<file path="config.mk">
export PLATFORM = sky130hd
export DESIGN_NAME = quad_disc_root
export DESIGN_NICKNAME = d
export VERILOG_FILES = /design/src/rtl/quad_pkg.sv /design/src/rtl/quad_isqrt.sv /design/src/rtl/quad_disc_root.sv
export SDC_FILE = /design/constraint.sdc
export NUM_CORES = 2
export LEC_CHECK = 0
export CORE_ASPECT_RATIO = 1.25
export CORE_MARGIN = 2
export CORE_UTILIZATION = 58
export CTS_CLUSTER_DIAMETER = 80
export DETAILED_ROUTE_END_ITERATION = 8
export PLACE_DENSITY = 0.75
export SETUP_SLACK_MARGIN = 0.05
export SYNTH_ARGS = -nofsm -noshare
export SYNTH_HDL_FRONTEND = slang
export SYNTH_SLANG_ARGS = --single-unit
</file>
<file path="constraint.sdc">
create_clock -name CLK -period 13.6 [get_ports CLK]
set_input_delay 2.72 -clock CLK [delete_from_list [all_inputs] [get_ports CLK]]
set_output_delay 2.72 -clock CLK [all_outputs]
set_load 0.005 [all_outputs]
</file>
<file path="src/rtl/quad_pkg.sv">
// Shared widths, result-status encodings and controller states for the
// quadratic discriminant / integer square-root block.
package quad_pkg;

   localparam int W_IN_DEF   = 16;
   localparam int W_DISC_DEF = 2*W_IN_DEF + 2;
   localparam int W_ROOT_DEF = W_IN_DEF + 1;

   localparam logic [1:0] ST_NONE   = 2'd0;
   localparam logic [1:0] ST_DOUBLE = 2'd1;
   localparam logic [1:0] ST_TWO    = 2'd2;
   localparam logic [1:0] ST_DEGEN  = 2'd3;

   typedef enum logic [1:0] {
      S_IDLE,
      S_LOAD,
      S_ROOT,
      S_DONE
   } state_t;

endpackage

</file>
<file path="src/rtl/quad_isqrt.sv">
// Restoring bit-pair integer square root, one root bit per clock.
// done_o flags the final iteration; root_o/rem_o carry the values that iteration produces.
module quad_isqrt #(
   parameter int W_ROOT = quad_pkg::W_ROOT_DEF
) (
   input  logic                  clk_i,
   input  logic                  rst_i,
   input  logic                  start_i,
   input  logic [2*W_ROOT-1:0]   radicand_i,
   output logic                  busy_o,
   output logic                  done_o,
   output logic [W_ROOT-1:0]     root_o,
   output logic [W_ROOT+3:0]     rem_o
);

   localparam int RW = W_ROOT + 2;
   localparam int CW = $clog2(W_ROOT);
   localparam logic [CW-1:0] LAST = CW'(W_ROOT - 1);

   logic [2*W_ROOT-1:0] rad_q;
   logic [W_ROOT-1:0]   root_q;
   logic [RW-1:0]       rem_q;
   logic [CW-1:0]       cnt_q;
   logic                busy_q;

   logic [RW+1:0]       rem_t;
   logic [RW+1:0]       trial;
   logic [RW+1:0]       rem_n;
   logic [W_ROOT-1:0]   root_n;

   // Bring down the next radicand bit pair and try subtracting 4*root+1.
   always_comb begin
      rem_t  = {rem_q, rad_q[2*W_ROOT-1 -: 2]};
      trial  = {2'b00, root_q, 2'b01};
      rem_n  = rem_t;
      root_n = {root_q[W_ROOT-2:0], 1'b0};
      if (rem_t >= trial) begin
         rem_n  = rem_t - trial;
         root_n = {root_q[W_ROOT-2:0], 1'b1};
      end
   end

   assign busy_o = busy_q;
   assign done_o = busy_q && (cnt_q == LAST);
   assign root_o = root_n;
   assign rem_o  = rem_n;

   // NOTE: state registers use non-blocking assignments so every flop samples pre-edge values.
   always_ff @(posedge clk_i) begin
      if (rst_i) begin
         rad_q  <= '0;
         root_q <= '0;
         rem_q  <= '0;
         cnt_q  <= '0;
         busy_q <= 1'b0;
      end else if (start_i) begin
         rad_q  <= radicand_i;
         root_q <= '0;
         rem_q  <= '0;
         cnt_q  <= '0;
         busy_q <= 1'b1;
      end else if (busy_q) begin
         rad_q  <= {rad_q[2*W_ROOT-3:0], 2'b00};
         root_q <= root_n;
         rem_q  <= rem_n[RW-1:0];
         cnt_q  <= cnt_q + 1'b1;
         if (done_o) busy_q <= 1'b0;
      end
   end

endmodule

</file>
<file path="src/rtl/quad_disc_root.sv">
// Computes b*b-4*a*c at full precision, classifies the roots and, for a
// positive discriminant, its integer square root via quad_isqrt.
module quad_disc_root
   import quad_pkg::*;
#(
   parameter int W_IN   = W_IN_DEF,
   parameter int W_DISC = 2*W_IN + 2,
   parameter int W_ROOT = W_IN + 1
) (
   input  logic                     CLK,
   input  logic                     RST,
   input  logic                     START,
   input  logic signed [W_IN-1:0]   A,
   input  logic signed [W_IN-1:0]   B,
   input  logic signed [W_IN-1:0]   C,
   output logic                     BUSY,
   output logic                     DONE,
   output logic signed [W_DISC-1:0] DISC,
   output logic        [W_ROOT-1:0] SQRT,
   output logic                     EXACT,
   output logic        [1:0]        ST
);

   state_t                   state_q, state_d;
   logic signed [W_IN-1:0]   a_q, a_d, b_q, b_d, c_q, c_d;
   logic signed [W_DISC-1:0] dwork_q, dwork_d;
   logic signed [W_DISC-1:0] disc_q, disc_d;
   logic        [W_ROOT-1:0] sqrt_q, sqrt_d;
   logic                     exact_q, exact_d;
   logic        [1:0]        st_q, st_d;

   logic signed [W_DISC-1:0] aa, bb, cc, disc_full;
   logic                     root_start, root_busy, root_done;
   logic        [W_ROOT-1:0] root_val;
   logic        [W_ROOT+3:0] root_rem;

   // Operands are widened before multiplying so neither product nor difference can wrap.
   assign aa        = {{(W_DISC-W_IN){a_q[W_IN-1]}}, a_q};
   assign bb        = {{(W_DISC-W_IN){b_q[W_IN-1]}}, b_q};
   assign cc        = {{(W_DISC-W_IN){c_q[W_IN-1]}}, c_q};
   assign disc_full = bb*bb - ((aa*cc) <<< 2);

   quad_isqrt #(.W_ROOT(W_ROOT)) u_isqrt (
      .clk_i      (CLK),
      .rst_i      (RST),
      .start_i    (root_start),
      .radicand_i (disc_full),
      .busy_o     (root_busy),
      .done_o     (root_done),
      .root_o     (root_val),
      .rem_o      (root_rem)
   );

   always_comb begin
      state_d    = state_q;
      a_d        = a_q;
      b_d        = b_q;
      c_d        = c_q;
      dwork_d    = dwork_q;
      disc_d     = disc_q;
      sqrt_d     = sqrt_q;
      exact_d    = exact_q;
      st_d       = st_q;
      root_start = 1'b0;
      case (state_q)
         S_IDLE: if (START) begin
            a_d     = A;
            b_d     = B;
            c_d     = C;
            state_d = S_LOAD;
         end
         S_LOAD: begin
            dwork_d = disc_full;
            if (a_q == '0) begin
               {disc_d, sqrt_d, exact_d, st_d} = {disc_full, {W_ROOT{1'b0}}, 1'b0, ST_DEGEN};
               state_d = S_DONE;
            end else if (disc_full[W_DISC-1]) begin
               {disc_d, sqrt_d, exact_d, st_d} = {disc_full, {W_ROOT{1'b0}}, 1'b0, ST_NONE};
               state_d = S_DONE;
            end else if (disc_full == '0) begin
               {disc_d, sqrt_d, exact_d, st_d} = {disc_full, {W_ROOT{1'b0}}, 1'b1, ST_DOUBLE};
               state_d = S_DONE;
            end else begin
               root_start = 1'b1;
               state_d    = S_ROOT;
            end
         end
         S_ROOT: if (root_done) begin
            disc_d  = dwork_q;
            sqrt_d  = root_val;
            exact_d = (root_rem == '0);
            st_d    = ST_TWO;
            state_d = S_DONE;
         end
         S_DONE:  state_d = S_IDLE;
         default: state_d = S_IDLE;
      endcase
   end

   always_ff @(posedge CLK) begin
      if (RST) begin
         state_q <= S_IDLE;
         a_q     <= '0;
         b_q     <= '0;
         c_q     <= '0;
         dwork_q <= '0;
         disc_q  <= '0;
         sqrt_q  <= '0;
         exact_q <= 1'b0;
         st_q    <= ST_NONE;
      end else begin
         state_q <= state_d;
         a_q     <= a_d;
         b_q     <= b_d;
         c_q     <= c_d;
         dwork_q <= dwork_d;
         disc_q  <= disc_d;
         sqrt_q  <= sqrt_d;
         exact_q <= exact_d;
         st_q    <= st_d;
      end
   end

   assign BUSY  = (state_q != S_IDLE) || root_busy;
   assign DONE  = (state_q == S_DONE);
   assign DISC  = disc_q;
   assign SQRT  = sqrt_q;
   assign EXACT = exact_q;
   assign ST    = st_q;

endmodule

</file>
==> metrics.csv <==
metric;value;unit
min_from;dwork_q[10];
synth_warnings;0;
grt_pass1_vias;24329;
synthTopCellsByArea;fa_1 (36%), dfxtp_1 (14%), inv_1 (8.4%), ha_1 (8.1%), nand2_1 (4.4%);
die_x;206;um
fp.coreArea;0.0505;mm^2
cp_max_fo;23;
overflow;0;
postSynthCellCount;3331;
fin_crit_sh;0.943;
gp_congestion;0.924;
synth.avg_cell_area;8.91;um^2
clk_pin_slew;0.06;ns
synth_edf_count;0;
vias;22767;
cp_top_family;adder cells;
setup_viol;0;
whs;0.478;ns
ys.flop_type;dfxtp_1;
crit_top_cell;fa_1;
port_buffers;105;
postCtsHoldBufs;0;
hold_class;reg -> reg;
h-tree-depth;1;
drtAntennaViolNets;0;
crit_type;reg -> reg;
row_count;92;
start_kind;flip-flop;
grt_first_pass_wirelength;125000;um
reg2reg_depth;40;
drt_iter0_markers;1351;
required;14.00;ns
maxCapViolations;0;
fmax;78.0;MHz
status;finished, final reports clean;
die_h;257;um
root_buffer;clkbuf_16;
r2r-start;a_q[14];
via_per_inst;5.68;
dr.pass1.iters;5;
routed_wl;74600;um
hold_viol_final;0;
yosysTopAreaCellShare;0.364;
cts_made_buffers;25;
ys_ff_latch;211;
insertion_delay;0.57;ns
end_kind;flip-flop;
report.final.slew_viol_count;0;
postLayoutCoreUtil;0.635;
synth_area_leader_cell;fa_1;
syn2layout_area_growth;8.19;%
crit_buf_inv;8;
cts_tree;done;
rsz0062_at_grt;false;
antenna_found_initial;1;
nNetsFinal;4117;
worst_slew_pin_slew;1.22;ns
synth_seq_area_share;0.142;
arrival;13.22;ns
grt_max_degree;91;
path_depth;40;
slew_headroom;0.184;
layout_min_cycle_time;12.82;ns
cts.path.max_buffers;3;
syn-cell-area;0.0297;mm^2
grt_use_total;0.294;
final.setup.tns;0;ns
initial_utilization;0.587;
fp.dieArea;0.0530;mm^2
clkSinkCount;211;
ys_async_sr_fraction;0;
syn_nets;4114;
fillers;4237;
dpl.hpwl;59300;um
drt-wirelength-per-cell;18.6;um
cp_slowest_cell;dfxtp_1;
whs_path_depth;2;
synth.most_common_cell;inv_1;
num_io_pins;107;
finClkSkew;0.0127;ns
drive_above_1_share;0.0355;
crit_start;a_q[14];
yosysUniqueCellTypes;74;
critPathMaxStageDelay;0.66;ns
yosys-top-cells-count;inv_1 (661), fa_1 (539), nand2_1 (344), dfxtp_1 (211), ha_1 (193);
drc_errors;0;
## layer usage
layer,global-route usage,part of all wire,vias to the layer above
met5,0,0,-
met4,0.0952,0.033,0
met3,0.0366,0.059,175
met2,0.501,0.51,787
met1,0.389,0.40,11368
li1,-,-,10437
## layout by cell type, fill, tap and decap left out, types with 5 or more instances in the layout
cell | netlist | final
fa_1 | 539 | 538
mux2i_1 | 94 | 94
o21ai_0 | 68 | 68
xor2_1 | 31 | 31
dfxtp_2 | 0 | 14
clkbuf_16 | 0 | 25
a311oi_1 | 14 | 13
nand2_1 | 344 | 344
inv_1 | 661 | 661
ha_1 | 193 | 191
nor2_1 | 183 | 182
and3_1 | 6 | 6
o31ai_1 | 5 | 5
and2_1 | 189 | 188
clkdlybuf4s50_1 | 0 | 104
o2111ai_1 | 9 | 9
o21a_1 | 14 | 14
nand4_1 | 29 | 29
nor3_1 | 23 | 23
a211oi_1 | 79 | 79
or4_1 | 7 | 7
nand2b_1 | 25 | 25
buf_4 | 1 | 37
nor4_1 | 11 | 11
dfxtp_1 | 211 | 196
a21o_1 | 24 | 24
nor2b_1 | 22 | 22
o21bai_1 | 9 | 9
a211o_1 | 6 | 6
o211ai_1 | 16 | 16
a21oi_1 | 189 | 188
xnor2_1 | 61 | 61
a31oi_1 | 5 | 5
nand3b_1 | 7 | 7
nand3_1 | 19 | 19
## metrics by stage
stage	std cells	setup slack [ns]	cell area [um^2]
after detailed placement	3960	0.438	31200
after floorplan	3331	1.90	29700
final	4010	0.781	32100
after global placement	3960	0.698	31200
after CTS	4004	0.343	32000
after global routing	4010	0.197	32100
## worst reg2reg max path, delay by kind of cell, from the launching register on
family          cells  cell delay [ns]
simple gates        6             1.33
xor+xnor            1             0.20
flops               1             0.66
fa+ha+maj          14             6.53
compound gates     11             2.80
buf+inv             8             1.14
## final cells by class
type	instances	area (um^2)	area share
Multi-Input combinational cell	2293	22400	0.697
Sequential cell	211	4250	0.132
Inverter	661	2480	0.0773
Timing Repair Buffer	142	1340	0.0417
Tap cell	658	823	0.0256
Clock buffer	32	682	0.0212
Clock inverter	12	153	0.00475
Antenna cell	1	2.50	0.0000779
## path summary, 6_finish.rpt
| path | to | slack [ns] |
|---|---|---|
| max | DISC[21] | 0.78 |
| min | DISC[10] | 0.48 |
| max reg2reg | DISC[21] | 0.78 |
| min reg2reg | DISC[10] | 0.48 |
## logic make-up after synthesis
family                     Yosys count  share of synthesized area
AOI/OAI and AO/OA                  482                      0.104
xor gates and xnor gates            92                     0.0272
adders and majority gates          732                      0.445
buffers and inverters              828                      0.105
DFF                                211                      0.142
muxes                               98                     0.0332
other                                1                   0.000126
and+or+nand+nor                    887                      0.143
## state kept, by name (all words and copies together) (netlist names), 17 cells and up
register        count
dwork_q            33
u_isqrt.rad_q      33
u_isqrt.rem_q      19
SQRT               17
u_isqrt.root_q     17
DISC               33
## repair_timing
action	4_1_cts	5_1_grt
setup buffers	0	4
setup endpoints to repair	0	117
gates resized for setup	0	17
Power is not shown: default switching activity piles up to over one toggle a cycle in this logic, so the estimate is an artifact.
